### src/rtl/ibram_read_sequencer.sv
// ---------------------------------------------------------------------------
// ibram_read_sequencer
//
// Activation-read sequencer between the double-buffered input BRAM and the
// PE array's activation port. Each layer starts with one parameter word. The
// block then waits for the current ping-pong half to be written. It replays
// the activation tiles once per output-channel tile, in either loop order.
// Reads are issued in lock-step with the weight reader. A small skid FIFO,
// guarded by read credits, absorbs the BRAM read latency.
//
// Ports
//   clk, rst_n                     clock, asynchronous active-low reset
//   param_data/valid/ready         layer parameter word input (handshake)
//   param_s_data/valid/ready       parameter word forwarded to the south reader
//   buf_full[1:0]                  half h has been fully written
//   buf_release[1:0]               one-cycle pulse: half h consumed
//   enB, addrB                     BRAM read enable, {half, word address}
//   doB                            BRAM read data, BRAM_LAT cycles after enB
//   wrd_ready                      weight reader is ready to issue a beat
//   ird_ready                      this block is ready to issue a beat
//   act_data/valid/last/ready      activation stream to the PEs
//
// Parameter word fields: [31] last_layer, [30] oc_first, [29:22] oc_tiles,
// [21:14] act_tiles, [11:0] accum_total. A field value of 0 means 1.
// ---------------------------------------------------------------------------
module ibram_read_sequencer #(
  parameter int NUM_BANKS   = 4,
  parameter int ACT_WIDTH   = 8,
  parameter int HALF_DEPTH  = 512,
  parameter int BRAM_LAT    = 1,
  parameter int PARAM_WIDTH = 32
) (
  input  logic                           clk,
  input  logic                           rst_n,
  input  logic [PARAM_WIDTH-1:0]         param_data,
  input  logic                           param_valid,
  output logic                           param_ready,
  output logic [PARAM_WIDTH-1:0]         param_s_data,
  output logic                           param_s_valid,
  input  logic                           param_s_ready,
  input  logic [1:0]                     buf_full,
  output logic [1:0]                     buf_release,
  output logic                           enB,
  output logic [$clog2(HALF_DEPTH):0]    addrB,
  input  logic [NUM_BANKS*ACT_WIDTH-1:0] doB,
  input  logic                           wrd_ready,
  output logic                           ird_ready,
  output logic [NUM_BANKS*ACT_WIDTH-1:0] act_data,
  output logic                           act_valid,
  output logic                           act_last,
  input  logic                           act_ready
);

  localparam int W     = NUM_BANKS * ACT_WIDTH;
  localparam int AW    = $clog2(HALF_DEPTH);
  localparam int DEPTH = BRAM_LAT + 2;          // skid FIFO depth = credit pool
  localparam int PW    = $clog2(DEPTH);
  localparam int CW    = $clog2(DEPTH + 1);

  typedef enum logic [2:0] {
    S_IDLE,
    S_PARAM,
    S_WAIT_BUF,
    S_STREAM,
    S_DRAIN
  } state_t;

  state_t            r_state;
  logic              r_rd_half;
  logic [PARAM_WIDTH-1:0] r_param;              // latched word, also forwarded south
  logic              r_param_s_valid;
  logic [1:0]        r_buf_release;

  logic [11:0]       r_accum;
  logic [7:0]        r_act_tile;
  logic [7:0]        r_oc_tile;
  logic [AW-1:0]     r_act_base;                // act_tile * accum_total, kept incrementally

  logic [CW-1:0]     r_credits;
  logic [BRAM_LAT-1:0] r_vpipe;                 // read-in-flight flags
  logic [BRAM_LAT-1:0] r_lpipe;                 // act_last flags riding with the reads

  logic [W-1:0]      r_mem [DEPTH];
  logic [DEPTH-1:0]  r_mem_last;
  logic [PW-1:0]     r_wr_ptr;
  logic [PW-1:0]     r_rd_ptr;
  logic [CW-1:0]     r_count;

  // Field decode from the latched parameter word.
  logic [7:0]        w_oc_field, w_act_field, w_oc_max, w_act_max;
  logic [11:0]       w_acc_field, w_acc_total, w_acc_max;
  logic              w_last_layer, w_oc_first;
  logic              w_last_acc, w_last_act, w_last_oc, w_final;
  logic              w_issue, w_pop, w_push, w_param_hs;
  logic [AW-1:0]     w_addr;
  logic [PW-1:0]     w_wr_ptr_nxt, w_rd_ptr_nxt;

  assign w_last_layer = r_param[31];
  assign w_oc_first   = r_param[30];
  assign w_oc_field   = r_param[29:22];
  assign w_act_field  = r_param[21:14];
  assign w_acc_field  = r_param[11:0];
  assign w_oc_max     = (w_oc_field  == 8'd0)  ? 8'd0  : w_oc_field  - 8'd1;
  assign w_act_max    = (w_act_field == 8'd0)  ? 8'd0  : w_act_field - 8'd1;
  assign w_acc_total  = (w_acc_field == 12'd0) ? 12'd1 : w_acc_field;
  assign w_acc_max    = w_acc_total - 12'd1;

  assign w_last_acc = (r_accum    == w_acc_max);
  assign w_last_act = (r_act_tile == w_act_max);
  assign w_last_oc  = (r_oc_tile  == w_oc_max);
  assign w_final    = w_last_acc & w_last_act & w_last_oc;

  assign w_addr = r_act_base + AW'(r_accum);

  // Handshakes and issue.
  assign param_ready = (r_state == S_PARAM) & ~r_param_s_valid;
  assign w_param_hs  = param_valid & param_ready;
  assign ird_ready   = (r_state == S_STREAM) & (r_credits != '0);
  assign w_issue     = ird_ready & wrd_ready;
  assign enB         = w_issue;
  assign addrB       = {r_rd_half, w_addr};

  assign param_s_data  = r_param;
  assign param_s_valid = r_param_s_valid;
  assign buf_release   = r_buf_release;

  // FIFO head drives the activation port; data is forced to 0 when empty so
  // the port is clean after reset even though the storage is not reset.
  assign act_valid = (r_count != '0);
  assign act_data  = act_valid ? r_mem[r_rd_ptr] : '0;
  assign act_last  = act_valid & r_mem_last[r_rd_ptr];
  assign w_pop     = act_valid & act_ready;
  assign w_push    = r_vpipe[BRAM_LAT-1];

  assign w_wr_ptr_nxt = (r_wr_ptr == PW'(DEPTH - 1)) ? '0 : r_wr_ptr + PW'(1);
  assign w_rd_ptr_nxt = (r_rd_ptr == PW'(DEPTH - 1)) ? '0 : r_rd_ptr + PW'(1);

  // -------------------------------------------------------------------------
  // Control FSM and loop counters
  // -------------------------------------------------------------------------
  // NOTE: all state is updated with non-blocking assignments so every register
  // samples the pre-edge values; a blocking update here would let later
  // statements see the new value and change the logic that is built.
  always_ff @(posedge clk or negedge rst_n) begin
    if (!rst_n) begin
      r_state         <= S_IDLE;
      r_rd_half       <= 1'b0;
      r_param         <= '0;
      r_param_s_valid <= 1'b0;
      r_buf_release   <= 2'b00;
      r_accum         <= '0;
      r_act_tile      <= '0;
      r_oc_tile       <= '0;
      r_act_base      <= '0;
    end else begin
      r_buf_release <= 2'b00;
      if (r_param_s_valid && param_s_ready) r_param_s_valid <= 1'b0;

      unique case (r_state)
        S_IDLE: begin
          if (param_valid) r_state <= S_PARAM;
        end
        S_PARAM: begin
          if (w_param_hs) begin
            r_param         <= param_data;
            r_param_s_valid <= 1'b1;
            r_state         <= S_WAIT_BUF;
          end
        end
        S_WAIT_BUF: begin
          if (buf_full[r_rd_half]) r_state <= S_STREAM;
        end
        S_STREAM: begin
          if (w_issue) begin
            if (!w_last_acc) begin
              r_accum <= r_accum + 12'd1;
            end else begin
              r_accum <= '0;
              if (!w_oc_first) begin
                // act_tile is the middle loop, oc_tile the outer one.
                if (!w_last_act) begin
                  r_act_tile <= r_act_tile + 8'd1;
                  r_act_base <= r_act_base + AW'(w_acc_total);
                end else begin
                  r_act_tile <= '0;
                  r_act_base <= '0;
                  r_oc_tile  <= w_last_oc ? 8'd0 : r_oc_tile + 8'd1;
                end
              end else begin
                // oc_tile is the middle loop, act_tile the outer one.
                if (!w_last_oc) begin
                  r_oc_tile <= r_oc_tile + 8'd1;
                end else begin
                  r_oc_tile <= '0;
                  if (!w_last_act) begin
                    r_act_tile <= r_act_tile + 8'd1;
                    r_act_base <= r_act_base + AW'(w_acc_total);
                  end else begin
                    r_act_tile <= '0;
                    r_act_base <= '0;
                  end
                end
              end
            end
            if (w_final) r_state <= S_DRAIN;
          end
        end
        S_DRAIN: begin
          // Release only once the last read has landed in the FIFO.
          if (r_vpipe == '0) begin
            r_buf_release[r_rd_half] <= 1'b1;
            r_rd_half                <= ~r_rd_half;
            r_state                  <= w_last_layer ? S_IDLE : S_PARAM;
          end
        end
        default: r_state <= S_IDLE;
      endcase
    end
  end

  // -------------------------------------------------------------------------
  // Read credits: one per FIFO slot, taken on issue, returned on pop.
  // -------------------------------------------------------------------------
  always_ff @(posedge clk or negedge rst_n) begin
    if (!rst_n) begin
      r_credits <= CW'(DEPTH);
    end else begin
      unique case ({w_issue, w_pop})
        2'b10:   r_credits <= r_credits - CW'(1);
        2'b01:   r_credits <= r_credits + CW'(1);
        default: r_credits <= r_credits;
      endcase
    end
  end

  // -------------------------------------------------------------------------
  // BRAM latency pipe: valid and last flags travel with each read.
  // -------------------------------------------------------------------------
  always_ff @(posedge clk or negedge rst_n) begin
    if (!rst_n) begin
      r_vpipe <= '0;
      r_lpipe <= '0;
    end else begin
      r_vpipe[0] <= w_issue;
      r_lpipe[0] <= w_issue & w_last_acc;
      for (int i = 1; i < BRAM_LAT; i++) begin
        r_vpipe[i] <= r_vpipe[i-1];
        r_lpipe[i] <= r_lpipe[i-1];
      end
    end
  end

  // -------------------------------------------------------------------------
  // Skid FIFO. Credits guarantee it never overflows.
  // -------------------------------------------------------------------------
  always_ff @(posedge clk or negedge rst_n) begin
    if (!rst_n) begin
      r_wr_ptr <= '0;
      r_rd_ptr <= '0;
      r_count  <= '0;
    end else begin
      if (w_push) r_wr_ptr <= w_wr_ptr_nxt;
      if (w_pop)  r_rd_ptr <= w_rd_ptr_nxt;
      unique case ({w_push, w_pop})
        2'b10:   r_count <= r_count + CW'(1);
        2'b01:   r_count <= r_count - CW'(1);
        default: r_count <= r_count;
      endcase
    end
  end

  // NOTE: the storage array has no reset; occupancy is tracked by the reset
  // pointers/count and the output is masked while empty, so resetting the
  // array would only cost flops and block RAM/LUTRAM mapping.
  always_ff @(posedge clk) begin
    if (w_push) begin
      r_mem[r_wr_ptr]      <= doB;
      r_mem_last[r_wr_ptr] <= r_lpipe[BRAM_LAT-1];
    end
  end

endmodule

### config.mk
export PLATFORM = sky130hd
export DESIGN_NAME = ibram_read_sequencer
export DESIGN_NICKNAME = d
export VERILOG_FILES = /design/src/rtl/ibram_read_sequencer.sv
export SDC_FILE = /design/constraint.sdc
export NUM_CORES = 1
export LEC_CHECK = 0
export ABC_AREA = 1
export ABC_CLOCK_PERIOD_IN_PS = 5700
export CAP_MARGIN = 25
export CORE_MARGIN = 3
export CORE_UTILIZATION = 31
export CTS_CLUSTER_DIAMETER = 30
export DETAILED_ROUTE_END_ITERATION = 16
export GPL_TIMING_DRIVEN = 0
export SETUP_SLACK_MARGIN = 0.02
export SLEW_MARGIN = 30
export SYNTH_ARGS = -nofsm -noshare
export SYNTH_HDL_FRONTEND = slang
export SYNTH_SLANG_ARGS = --single-unit
export TNS_END_PERCENT = 10
### constraint.sdc
create_clock -name clk -period 5.7 [get_ports clk]
set_input_delay 0.57 -clock clk [delete_from_list [all_inputs] [get_ports clk]]
set_output_delay 0.57 -clock clk [all_outputs]
set_load 0.02 [all_outputs]
Word-level counts from Yosys, hierarchy flattened
Memory sizes are Yosys's and may differ from the RTL's.
Index checks and enable logic that the tools add are counted.
{"block": "op_classes", "n_lt_le_gt_ge": 5, "div": 0, "muxes": 42, "n_reduce_logical": 18, "mul": 0, "n_addsub": 14, "n_shift": 0, "n_bitwise": 12, "eq_ne": 20}
{"cell": "$mux 8", "count": 8}
{"cell": "$mux 32", "count": 1}
{"cell": "$mux 9", "count": 3}
{"cell": "$mux 12", "count": 2}
{"cell": "$add 9x9->9", "count": 2}
{"cell": "$mux 3", "count": 6}
{"cell": "$add 8x1->8 const B", "count": 2}
{"cell": "$eq 8x8->1", "count": 2}
{"cell": "$logic_not 8->1", "count": 2}
{"cell": "$sub 8x1->8 const B", "count": 2}
{"cell": "$pmux 3 s5", "count": 1}
{"cell": "$add 12x1->12 const B", "count": 1}
{"cell": "$eq 12x12->1", "count": 1}
{"cell": "$logic_not 12->1", "count": 1}
{"cell": "$ne 2x2->1 const B", "count": 6}
{"cell": "$sub 12x1->12 const B", "count": 1}
{"cell": "$mux 1", "count": 11}
{"cell": "$reduce_bool 2->1", "count": 5}
{"cell": "$and 1x1->1", "count": 9}
{"cell": "$add 2x1->2 const B", "count": 4}
{"cell": "$eq 2x2->1 const B", "count": 4}
{"cell": "$mux 2", "count": 4}
{"cell": "$pmux 2 s2", "count": 2}
{"cell": "$reduce_and 4->1", "count": 2}
{"cell": "other kinds (19)", "count": 29}
{"block": "word_totals", "word_cells": 128, "rom_bits": 0, "in_bits": 72, "latch_bits": 0, "regBits": 89, "ram_bits": 96, "output_inout_bits": 82, "mem_count": 1}
{"memory": "r_mem", "depth": 3, "word_bits": 32, "rd": 1, "rd_ports_with_merged_regs": 0, "write_ports": 1, "line_no": "83", "text": "logic [W-1:0] r_mem [DEPTH];"}

Logic depth before layout (Yosys ltp)
Gate-level depths: netlist of run 1.
{"block": "depth", "ltp_word": 9, "mapped_depth": 20, "depth_no_buf": 20}

Least setup slack after synthesis of run 1
Ideal clock, no wire load.
{"block": "synth_timing", "kind": "register to output", "from": "register r_accum[0]", "to": "output addrB[8]", "required_ns": 5.130, "arrival_ns": 2.045, "n_path_buf": 0, "stages_incl_launch_ff": 10, "setup_slack_ns": 3.085, "path_cell_list": "dfrtp_1 -> ha_1 -> inv_1 -> fa_1 -> o21ai_0 -> a21o_1 -> a21oi_1 -> o21ai_0 -> a21oi_1 -> xor2_1"}
{"block": "synth_between", "elab_chain_cells": 1}
{"item": "start: declaration", "line_no": "74", "text": "logic [11:0] r_accum;"}
{"item": "start signal: assignment", "line_no": "176", "text": "r_accum <= r_accum + 12'd1;"}
{"item": "$add 9x9->9", "line_no": "113", "text": "assign w_addr = r_act_base + AW'(r_accum);"}
{"item": "end: declaration", "line_no": "44", "text": "output logic [$clog2(HALF_DEPTH):0] addrB,"}
Every way passes these cells.

Final worst setup path of run 1
Ends and elaborated chain as after synthesis.

==> impl_metrics.json, run 1 <==
{
  "power.total_w": 0.006287,
  "slew_violations": 0,
  "synth_common_cells": "nand2_1, inv_1, edfxtp_1, dfrtp_1, nand3_1",
  "synth-main-ff-cell": "edfxtp_1",
  "met3_usage_pct": 2.988,
  "hold_buffers": 0,
  "synthesis.nets": 1219,
  "path_cells": "ha_1, inv_1, fa_1, o21ai_0, a21o_1, a21oi_1, o21ai_0, a21oi_1, xor2_1, clkdlybuf4s50_1",
  "grtUsageTotal_pct": 15.50,
  "vias": 7969,
  "routabilityCongestion": 0.8827,
  "post_cts_buffers": 0,
  "worstSetupEndpointType": "output pin",
  "cts_sinks": 185,
  "synth_xor_area_share_pct": 4.469,
  "synth_compound_area_share_pct": 6.410,
  "hpwlAfterDp_microns": 19580,
  "clock_tree.buffer_depth": 2,
  "num-nets-final": 1396,
  "finClkSkew_ps": 19.20,
  "slew_headroom_pct": 53.19,
  "cts_made_buffers": 17,
  "fin_crit_ps": 3748,
  "critPathLaunchType": "flop",
  "die_area_sq_mm": 0.03378,
  "start_util_pct": 31.70,
  "yosys.area.top_type_share_pct": 30.34,
  "critPathSlowestCell": "clkdlybuf4s50_1",
  "path_clk_slew_ps": 80,
  "status": "completed",
  "routed_wl_microns": 26100,
  "grt_max_degree": 46,
  "synthAdderAreaFrac_pct": 3.473,
  "drive_gt1_share_pct": 8.543,
  "grt_pass1_wl_microns": 41370,
  "portBuffers": 153,
  "area_growth_pct": 28.59,
  "syn_area_sq_mm": 0.009798,
  "path_delay_family": "compound AO/OA/AOI/OAI gates",
  "max_freq_mhz": 266.8,
  "ant_nets": 0,
  "ys_seq_elements": 185,
  "required_ps": 5130,
  "fin_crit_sh_pct": 65.75,
  "cp_slowest_stage_delay_ps": 650,
  "io_pins": 154,
  "power_per_cell_area_mw_per_mm2": 499.0,
  "via_per_inst": 4.666,
  "setup_viol": 0,
  "seq_area_frac_synth_pct": 52.33,
  "synth_top_cell_by_area": "edfxtp_1",
  "clk_latency_ps": 430,
  "synth_top_family_by_area": "simple AND/OR/NAND/NOR gates",
  "ir_drop_mv": 0.2837,
  "ctsRootBufferMaster": "clkbuf_16",
  "ys_types": 45,
  "p_leak_nw": 5.557,
  "cp_max_fo": 6,
  "yosys.cell_count.top_type": "nand2_1",
  "synth.area.mux_share_pct": 0,
  "hold_viol": 0,
  "synth_edf_count": 99,
  "synthArstFlopShare_pct": 46.49,
  "drt_iter0_markers": 580,
  "grt_pass1_vias": 7754,
  "rsz0062_at_grt": "false",
  "grt_util_met1_pct": 21.50,
  "tightest_slew_ps": 702.1,
  "tritoncts": "done",
  "coreArea_sq_mm": 0.03091,
  "drc": 0,
  "cts_resized": 0,
  "synth_cells": 1121,
  "cap_viol_max_count": 0,
  "fp.dieH_microns": 183.8,
  "synth.avg_cell_area_sq_um": 8.741,
  "synth-simple-area-share_pct": 26.28,
  "grt_overflow": 0,
  "hold_class": "in -> async",
  "routedWlPerCell_microns": 15.28,
  "met2_usage_pct": 25.77,
  "row_count": 64,
  "die_width_microns": 183.8,
  "ys_top_cells_by_area": "edfxtp_1, dfrtp_1, nand2_1, inv_1, nand3_1",
  "rrSetupSlack_ps": 2690,
  "yosysWarnings": 0,
  "crit_type": "reg -> out",
  "worstPathArrival_ps": 3180,
  "antenna_found_initial": 0,
  "grt_busiest_layer": "met2",
  "worstPathBufferInverterCount": 2,
  "cts_max_level": 4,
  "drt-pass1-iter-count": 7,
  "fin_setup_tns_ps": 0
}
==> through the flow <==
| stage | utilization (%) | setup WS [ps] | instance area, sq um | cells | hold WS, ps |
|---|---|---|---|---|---|
| finish | 40.76 | 1952 | 12600 | 1708 | 69.32 |
| global route | 40.75 | 1725 | 12600 | 1707 | 79.47 |
| CTS | 40.75 | 1947 | 12600 | 1707 | 70.58 |
| detailed placement | 38.74 | 2431 | 11970 | 1675 | 463.1 |
| global placement | 38.26 | 629.6 | 11830 | 1670 | 451.0 |
| floorplan | - | 3085 | 9798 | 1121 | 274.4 |
==> cells by family after synthesis <==
| family | Yosys count |
|---|---|
| xor+xnor | 50 |
| compound gates | 103 |
| buf+inv | 173 |
| fa+ha+maj | 26 |
| flops | 185 |
| simple gates | 584 |
==> metal layers <==
metal	wire, microns	share of wire [%]	up-vias
li1	-	-	4001
met1	12240	47	3731
met2	12150	47	224
met3	1527	5.9	13
met4	182	0.70	0
met5	0	0	-
==> worst paths after layout <==
path,startpoint,endpoint,cells past startpoint
worst min-delay path,rst_n,param_s_data[10],1
worst max register to register,param_s_data[2],r_act_base[3],16
min in group clk,r_lpipe,r_mem_last[1],0
max in group asynchronous,rst_n,param_s_data[19],2
worst max-delay path,r_accum[0],addrB[8],10
worst min register to register,r_lpipe,r_mem_last[1],0
==> sequential cells by signal (all words and copies together), names as in the netlist <==
name	flops
r_count	2
r_mem	96
r_mem_last	3
param_s_valid	1
r_credits	2
buf_release	2
param_s_data	32
r_wr_ptr	2
r_rd_half	1
r_state	3
r_act_base	9
r_oc_tile	8
r_rd_ptr	2
r_lpipe	1
r_act_tile	8
r_accum	12
r_vpipe	1
==> report_power, final <==
part / internal, W / switching (W)
Combinational: 0.00124 / 0.00186
Sequential: 0.00165 / 0.000280
Clock: 0.000677 / 0.000578
Total: 0.00357 / 0.00272
==> cells in the final DEF, fill, tap and decap left out, drive strengths merged, types with 3 or more instances in the layout <==
cell type and count:
or2 5, xor2 33, nand4 20, nor2 89, nand3 85, nor4 5, a21oi 24, clkdlybuf4s50 152
o211ai 8, xnor2 17, nand2 358, nor3 9, dfrtp 84, o21ai 54, buf 19, inv 147
clkbuf 39, a31o 9, ha 24, nand3b 12, edfxtp 99, clkinv 3
==> final cells by class <==
class                      instances  area (sq um)
timing repair buffer             158          1658
buffer                            35         171.4
tap                              396         495.5
inverter                         138         518.0
sequential                       185          5127
clock inverter                    15         197.7
antenna                            1         2.502
clock buffer                      17         425.4
fill                            3075         18310
multi-input combinational        763          4004
==> worst register-to-register path, stage by stage, from the launching register on <==
cell     delay, ps
dfrtp_1        520
nor2_4         210
nand2_2         80
nor2_4         120
a21oi_2         90
ha_1           310
xor2_1         220
nand2_1         80
nor2_1         130
nand3_1         90
nor2_1         110
nand2_1         70
nor2_2         110
nand4_2        280
nor2_2         370
nand2_1        100
nand2_1         80
No activity file was read; power rests on OpenSTA's default activity.
==> inputs of run 2 (changes only) <==
--- a/config.mk
+++ b/config.mk
@@ -6,7 +6,7 @@
 export NUM_CORES = 1
 export LEC_CHECK = 0
 export ABC_AREA = 1
-export ABC_CLOCK_PERIOD_IN_PS = 5700
+export ABC_CLOCK_PERIOD_IN_PS = 3300
 export CAP_MARGIN = 25
 export CORE_MARGIN = 3
 export CORE_UTILIZATION = 31
==> constraint.sdc (replaced) <==
create_clock -name clk -period 3.3 [get_ports clk]
set_input_delay 0.33 -clock clk [delete_from_list [all_inputs] [get_ports clk]]
set_output_delay 0.33 -clock clk [all_outputs]
set_load 0.02 [all_outputs]
==> run 2 against run 1 <==
Combinational power up 73%. Critical endpoint unchanged. First-iteration DRC count increased by 1.9%. Clock power grew 74%. Cell area increased by 0.27%. Critical path depth unchanged.
==> impl_metrics.json, run 2 (same netlist as run 1, synthesis figures left out) <==
{
  "status": "completed",
  "clock_tree.buffer_depth": 2,
  "fp.dieH_microns": 183.8,
  "max_freq_mhz": 323.6,
  "portBuffers": 153,
  "grt_pass1_wl_microns": 41390,
  "vias": 7982,
  "rsz0062_at_grt": "true",
  "combPwrFrac_pct": 49.4,
  "critPathLaunchType": "flop",
  "worstPathArrival_ps": 2760,
  "worstSetupEndpointType": "output pin",
  "required_ps": 2970,
  "p_leak_nw": 5.597,
  "fin_hold_ws_ps": 393.4,
  "num-nets-final": 1397,
  "area_growth_pct": 28.94,
  "grt_max_degree": 46,
  "hold_class": "in -> async",
  "grt_overflow": 0,
  "ant_nets": 0,
  "drive_gt1_share_pct": 9.146,
  "nFillCells": 3077,
  "post_dp_cell_area_sq_mm": 0.01197,
  "io_pins": 154,
  "routed_wl_microns": 26110,
  "switching_share_pct": 43.27,
  "drt_iter0_markers": 591,
  "cts_sinks": 185,
  "clk_latency_ps": 430,
  "routabilityCongestion": 0.8827,
  "cap_viol_max_count": 0,
  "ir_drop_mv": 0.4903,
  "row_count": 64,
  "fin_crit_ps": 3091,
  "crit_type": "reg -> out",
  "fin_setup_tns_ps": 0,
  "cts_made_buffers": 17,
  "via_per_inst": 4.671,
  "setup_viol": 0,
  "finClkSkew_ps": 19.68,
  "path_clk_slew_ps": 80,
  "finish.utilization_pct": 40.87,
  "antenna_found_initial": 0,
  "switching_power_w": 0.004705,
  "regMostFlops": "r_mem",
  "coreArea_sq_mm": 0.03091,
  "slew_violations": 0,
  "cts_max_level": 4,
  "final_cell_area_sq_mm": 0.01263,
  "rrSetupSlack_ps": 360,
  "cp_max_fo": 6,
  "internal_power_w": 0.006169,
  "slew_headroom_pct": 53.43,
  "drc": 0,
  "die_width_microns": 183.8,
  "ctsRootBufferMaster": "clkbuf_16",
  "fin_crit_sh_pct": 93.66,
  "pwr-share-seq_pct": 30.7,
  "hpwlAfterDp_microns": 19580,
  "grt_pass1_vias": 7761,
  "reg2regPathDepth": 16,
  "seq_area_sq_mm": 0.005127,
  "mostFrequentLayoutCells": "nand2_1, clkdlybuf4s50_1, inv_1, edfxtp_1, dfrtp_1",
  "hold_viol": 0,
  "tightest_slew_ps": 698.6,
  "power_per_cell_area_mw_per_mm2": 860.7,
  "clockPowerShare_pct": 20.0,
  "drt-pass1-iter-count": 5,
  "final_common_cell": "nand2_1",
  "die_area_sq_mm": 0.03378,
  "tritoncts": "done",
  "multi_input_area_sq_mm": 0.004019,
  "routedWlPerCell_microns": 15.28,
  "largest_reg_flops": 96,
  "start_util_pct": 31.70,
  "grtUsageTotal_pct": 15.50
}
## run 2: worst max-delay path, cell delays in order (launching register included)
cell	delay (ps)
dfrtp_1	460
ha_1	210
inv_1	60
fa_1	400
o21ai_1	230
a21o_1	140
a21oi_1	80
o21ai_0	160
a21oi_1	100
xor2_1	160
clkdlybuf4s15_1	340
## run 2: worst paths after layout
path,from,to
hold reg to reg,r_lpipe,r_mem_last[1]
max in group asynchronous,rst_n,param_s_data[19]
min in group clk,param_data[7],param_s_data[7]
hold / removal,rst_n,param_s_data[10]
setup / recovery,r_accum[0],addrB[8]
setup reg to reg,param_s_data[2],r_act_base[3]
## run 2: power groups by stage
stage                     Combinational (W)  Sequential (W)  Clock, W
after global placement              0.00530         0.00338         0
after detailed placement            0.00538         0.00337         0
after global routing                0.00597         0.00340   0.00232
final                               0.00537         0.00334   0.00217
after floorplan                     0.00314         0.00346         0
after CTS                           0.00541         0.00334   0.00221
## run 2: layout make-up
| class | instances | share of cell area [%] |
|---|---|---|
| tap | 396 | 3.922 |
| sequential | 185 | 40.59 |
| clock buffer | 17 | 3.367 |
| inverter | 138 | 4.100 |
| buffer | 35 | 1.416 |
| clock inverter | 15 | 1.565 |
| multi-input combinational | 763 | 31.81 |
| timing repair buffer | 159 | 13.21 |
| antenna | 1 | 0.01981 |
## run 2: stage by stage
| step | cells | setup slack (ps) | total power (W) |
|---|---|---|---|
| 2_1_floorplan | 1121 | 849.8 | 0.006601 |
| 3_3_place_gp | 1670 | -1530 | 0.008677 |
| 3_5_place_dp | 1675 | 270.7 | 0.008759 |
| 4_1_cts | 1708 | 23.96 | 0.01097 |
| 5_1_grt | 1708 | -28.91 | 0.01169 |
| 6_report | 1709 | 209.3 | 0.01087 |
## run 2: what timing repair did
action / in CTS / in global routing
buffers inserted: 0 / 0
endpoints found under the setup margin: 31 / 32
resized for setup: 6 / 14
endpoints found under the hold margin: 39 / 0
hold buffers: 1 / 0
## run 2: layer usage
| layer | wire length [microns] | vias to the layer above | global-route usage, % |
|---|---|---|---|
| met2 | 12080 | 227 | 25.79 |
| met5 | 0 | - | 0 |
| li1 | - | 4005 | - |
| met1 | 12310 | 3731 | 21.50 |
| met4 | 223 | 0 | 2.540 |
| met3 | 1492 | 19 | 2.988 |
==> inputs of run 3 (changes only) <==
--- a/config.mk
+++ b/config.mk
@@ -7,13 +7,13 @@
 export LEC_CHECK = 0
 export ABC_AREA = 1
 export ABC_CLOCK_PERIOD_IN_PS = 3300
-export CAP_MARGIN = 25
+export CAP_MARGIN = 0
 export CORE_MARGIN = 3
 export CORE_UTILIZATION = 31
 export CTS_CLUSTER_DIAMETER = 30
 export DETAILED_ROUTE_END_ITERATION = 16
 export GPL_TIMING_DRIVEN = 0
-export SETUP_SLACK_MARGIN = 0.02
+export SETUP_SLACK_MARGIN = 0.1
 export SLEW_MARGIN = 30
 export SYNTH_ARGS = -nofsm -noshare
 export SYNTH_HDL_FRONTEND = slang
==> run 3 against run 2 <==
Register-to-register slack gained 20 ps. Clock-buffer cell count is the same. Clock skew shrank 1.2 ps. Sequential power is essentially flat. Critical path type unchanged. Critical endpoint is now addrB[5]. Largest cell class unchanged. Largest power group unchanged. Highest routed layer unchanged.
==> impl_metrics.json, run 3 (same netlist as run 1, synthesis figures left out) <==
{
  "status": "completed",
  "fin_crit_ps": 3006,
  "tightest_slew_ps": 683.3,
  "cp_max_fo": 5,
  "drt_iter0_markers": 550,
  "grt_util_met1_pct": 21.50,
  "drc": 0,
  "routed_wl_microns": 26080,
  "clk_latency_ps": 430,
  "required_ps": 2970,
  "final_cell_area_sq_mm": 0.01263,
  "grt_max_degree": 46,
  "drt-pass1-iter-count": 7,
  "die_area_sq_mm": 0.03378,
  "via_per_inst": 4.646,
  "ir_drop_mv": 0.4912,
  "crit_type": "reg -> out",
  "power_per_cell_area_mw_per_mm2": 861.2,
  "ant_nets": 0,
  "io_pins": 154,
  "routabilityCongestion": 0.8827,
  "area_growth_pct": 28.95,
  "fin_crit_sh_pct": 91.10,
  "worstSetupEndpointType": "output pin",
  "largest_reg_flops": 96,
  "multi_input_area_sq_mm": 0.004024,
  "hold_viol": 0,
  "seq_area_sq_mm": 0.005131,
  "finish.utilization_pct": 40.88,
  "antenna_found_initial": 0,
  "routedWlPerCell_microns": 15.26,
  "finClkSkew_ps": 18.45,
  "grt_pass1_wl_microns": 41390,
  "grtUsageTotal_pct": 15.50,
  "num-nets-final": 1397,
  "path_clk_slew_ps": 80,
  "post_cts_buffers": 0,
  "portBuffers": 153,
  "grt_busiest_layer": "met2",
  "coreArea_sq_mm": 0.03091,
  "vias": 7940,
  "drive_gt1_share_pct": 9.604,
  "nFillCells": 3076,
  "cts_made_buffers": 17,
  "worstPathArrival_ps": 2680,
  "row_count": 64,
  "grt_pass1_vias": 7761,
  "die_width_microns": 183.8,
  "rsz0062_at_grt": "false",
  "cts_sinks": 185,
  "post_dp_cell_area_sq_mm": 0.01197,
  "hpwlAfterDp_microns": 19580,
  "fp.dieH_microns": 183.8,
  "start_util_pct": 31.70,
  "mostFrequentLayoutCells": "nand2_1, clkdlybuf4s50_1, inv_1, edfxtp_1, dfrtp_1",
  "final_common_cell": "nand2_1",
  "setup_viol": 0,
  "p_leak_nw": 5.598,
  "cts_max_level": 4,
  "max_freq_mhz": 332.7,
  "clock_tree.buffer_depth": 2,
  "met3_usage_pct": 2.988,
  "ctsRootBufferMaster": "clkbuf_16",
  "met2_usage_pct": 25.79,
  "critPathLaunchType": "flop",
  "slew_headroom_pct": 54.45,
  "tritoncts": "done",
  "regMostFlops": "r_mem",
  "grt_overflow": 0,
  "hold_class": "in -> async",
  "slew_violations": 0,
  "cap_viol_max_count": 0
}
[run 3: cell types whose count changed in the layout (fill, tap and decap cells not counted)]
cell / before / now
nor2_4: 9 / 10
clkbuf_2: 6 / 9
dfrtp_2: 0 / 3
clkdlybuf4s15_1: 1 / 0
nor2_2: 11 / 10
dlygate4sd2_1: 1 / 0
dfrtp_1: 84 / 81
clkbuf_1: 16 / 15
[run 3: layout make-up]
class	instances	area share, %
sequential	185	40.61
multi-input combinational	763	31.85
timing repair buffer	159	13.14
inverter	138	4.100
tap	396	3.922
clock buffer	17	3.367
clock inverter	15	1.565
buffer	35	1.426
antenna	1	0.01981
[run 3: worst max-delay path, cell delays in order, from the launching register on]
cell             delay, ps
dfrtp_1                450
ha_1                   380
a21oi_1                160
nand2_1                 90
a21oi_1                130
inv_1                   50
a21oi_1                200
xnor2_1                170
clkdlybuf4s50_1        640
[run 3: per-stage QoR]
step	cells	hold WS, ps	total power, W	setup TNS (ps)	worst slack [ps]
CTS	1708	395.4	0.01097	0	138.3
finish	1709	394.0	0.01088	0	293.8
global placement	1670	451.0	0.008677	-132960	-1530
global route	1708	415.5	0.01170	0	101.3
floorplan	1121	34.41	0.006601	0	849.8
detailed placement	1675	292.8	0.008759	0	270.7
[run 3: repair_timing]
| item | in CTS | in global routing |
|---|---|---|
| hold endpoints to repair | 39 | 0 |
| endpoints found under the setup margin | 32 | 38 |
| resized for setup | 10 | 15 |
| hold buffers | 1 | 0 |
[run 3: worst paths after layout]
path / start / endpoint / slack (ps) / depth (start not counted)
worst max-delay path: r_accum[2] / addrB[5] / 290 / 8
worst min-delay path: rst_n / param_s_data[10] / 390 / 2
worst max register to register: param_s_data[8] / r_act_base[3] / 380 / 16
worst min register to register: r_lpipe / r_mem_last[1] / 460 / 0
max in group asynchronous: rst_n / param_s_data[19] / 2320 / 3
min in group clk: param_data[7] / param_s_data[7] / 420 / 3
[run 3: metal layers]
layer	routed length (microns)	vias up
li1	-	4002
met1	12340	3713
met2	12120	208
met3	1415	17
met4	201	0
met5	0	-
[run 3: report_power, final]
group | total [W] | switching [W] | internal, W | leakage (nW)
Combinational | 0.00537 | 0.00322 | 0.00215 | 3.31
Clock | 0.00217 | 0.00100 | 0.00117 | 0.304
Sequential | 0.00334 | 0.000487 | 0.00286 | 1.98
Total | 0.0109 | 0.00470 | 0.00618 | 5.60
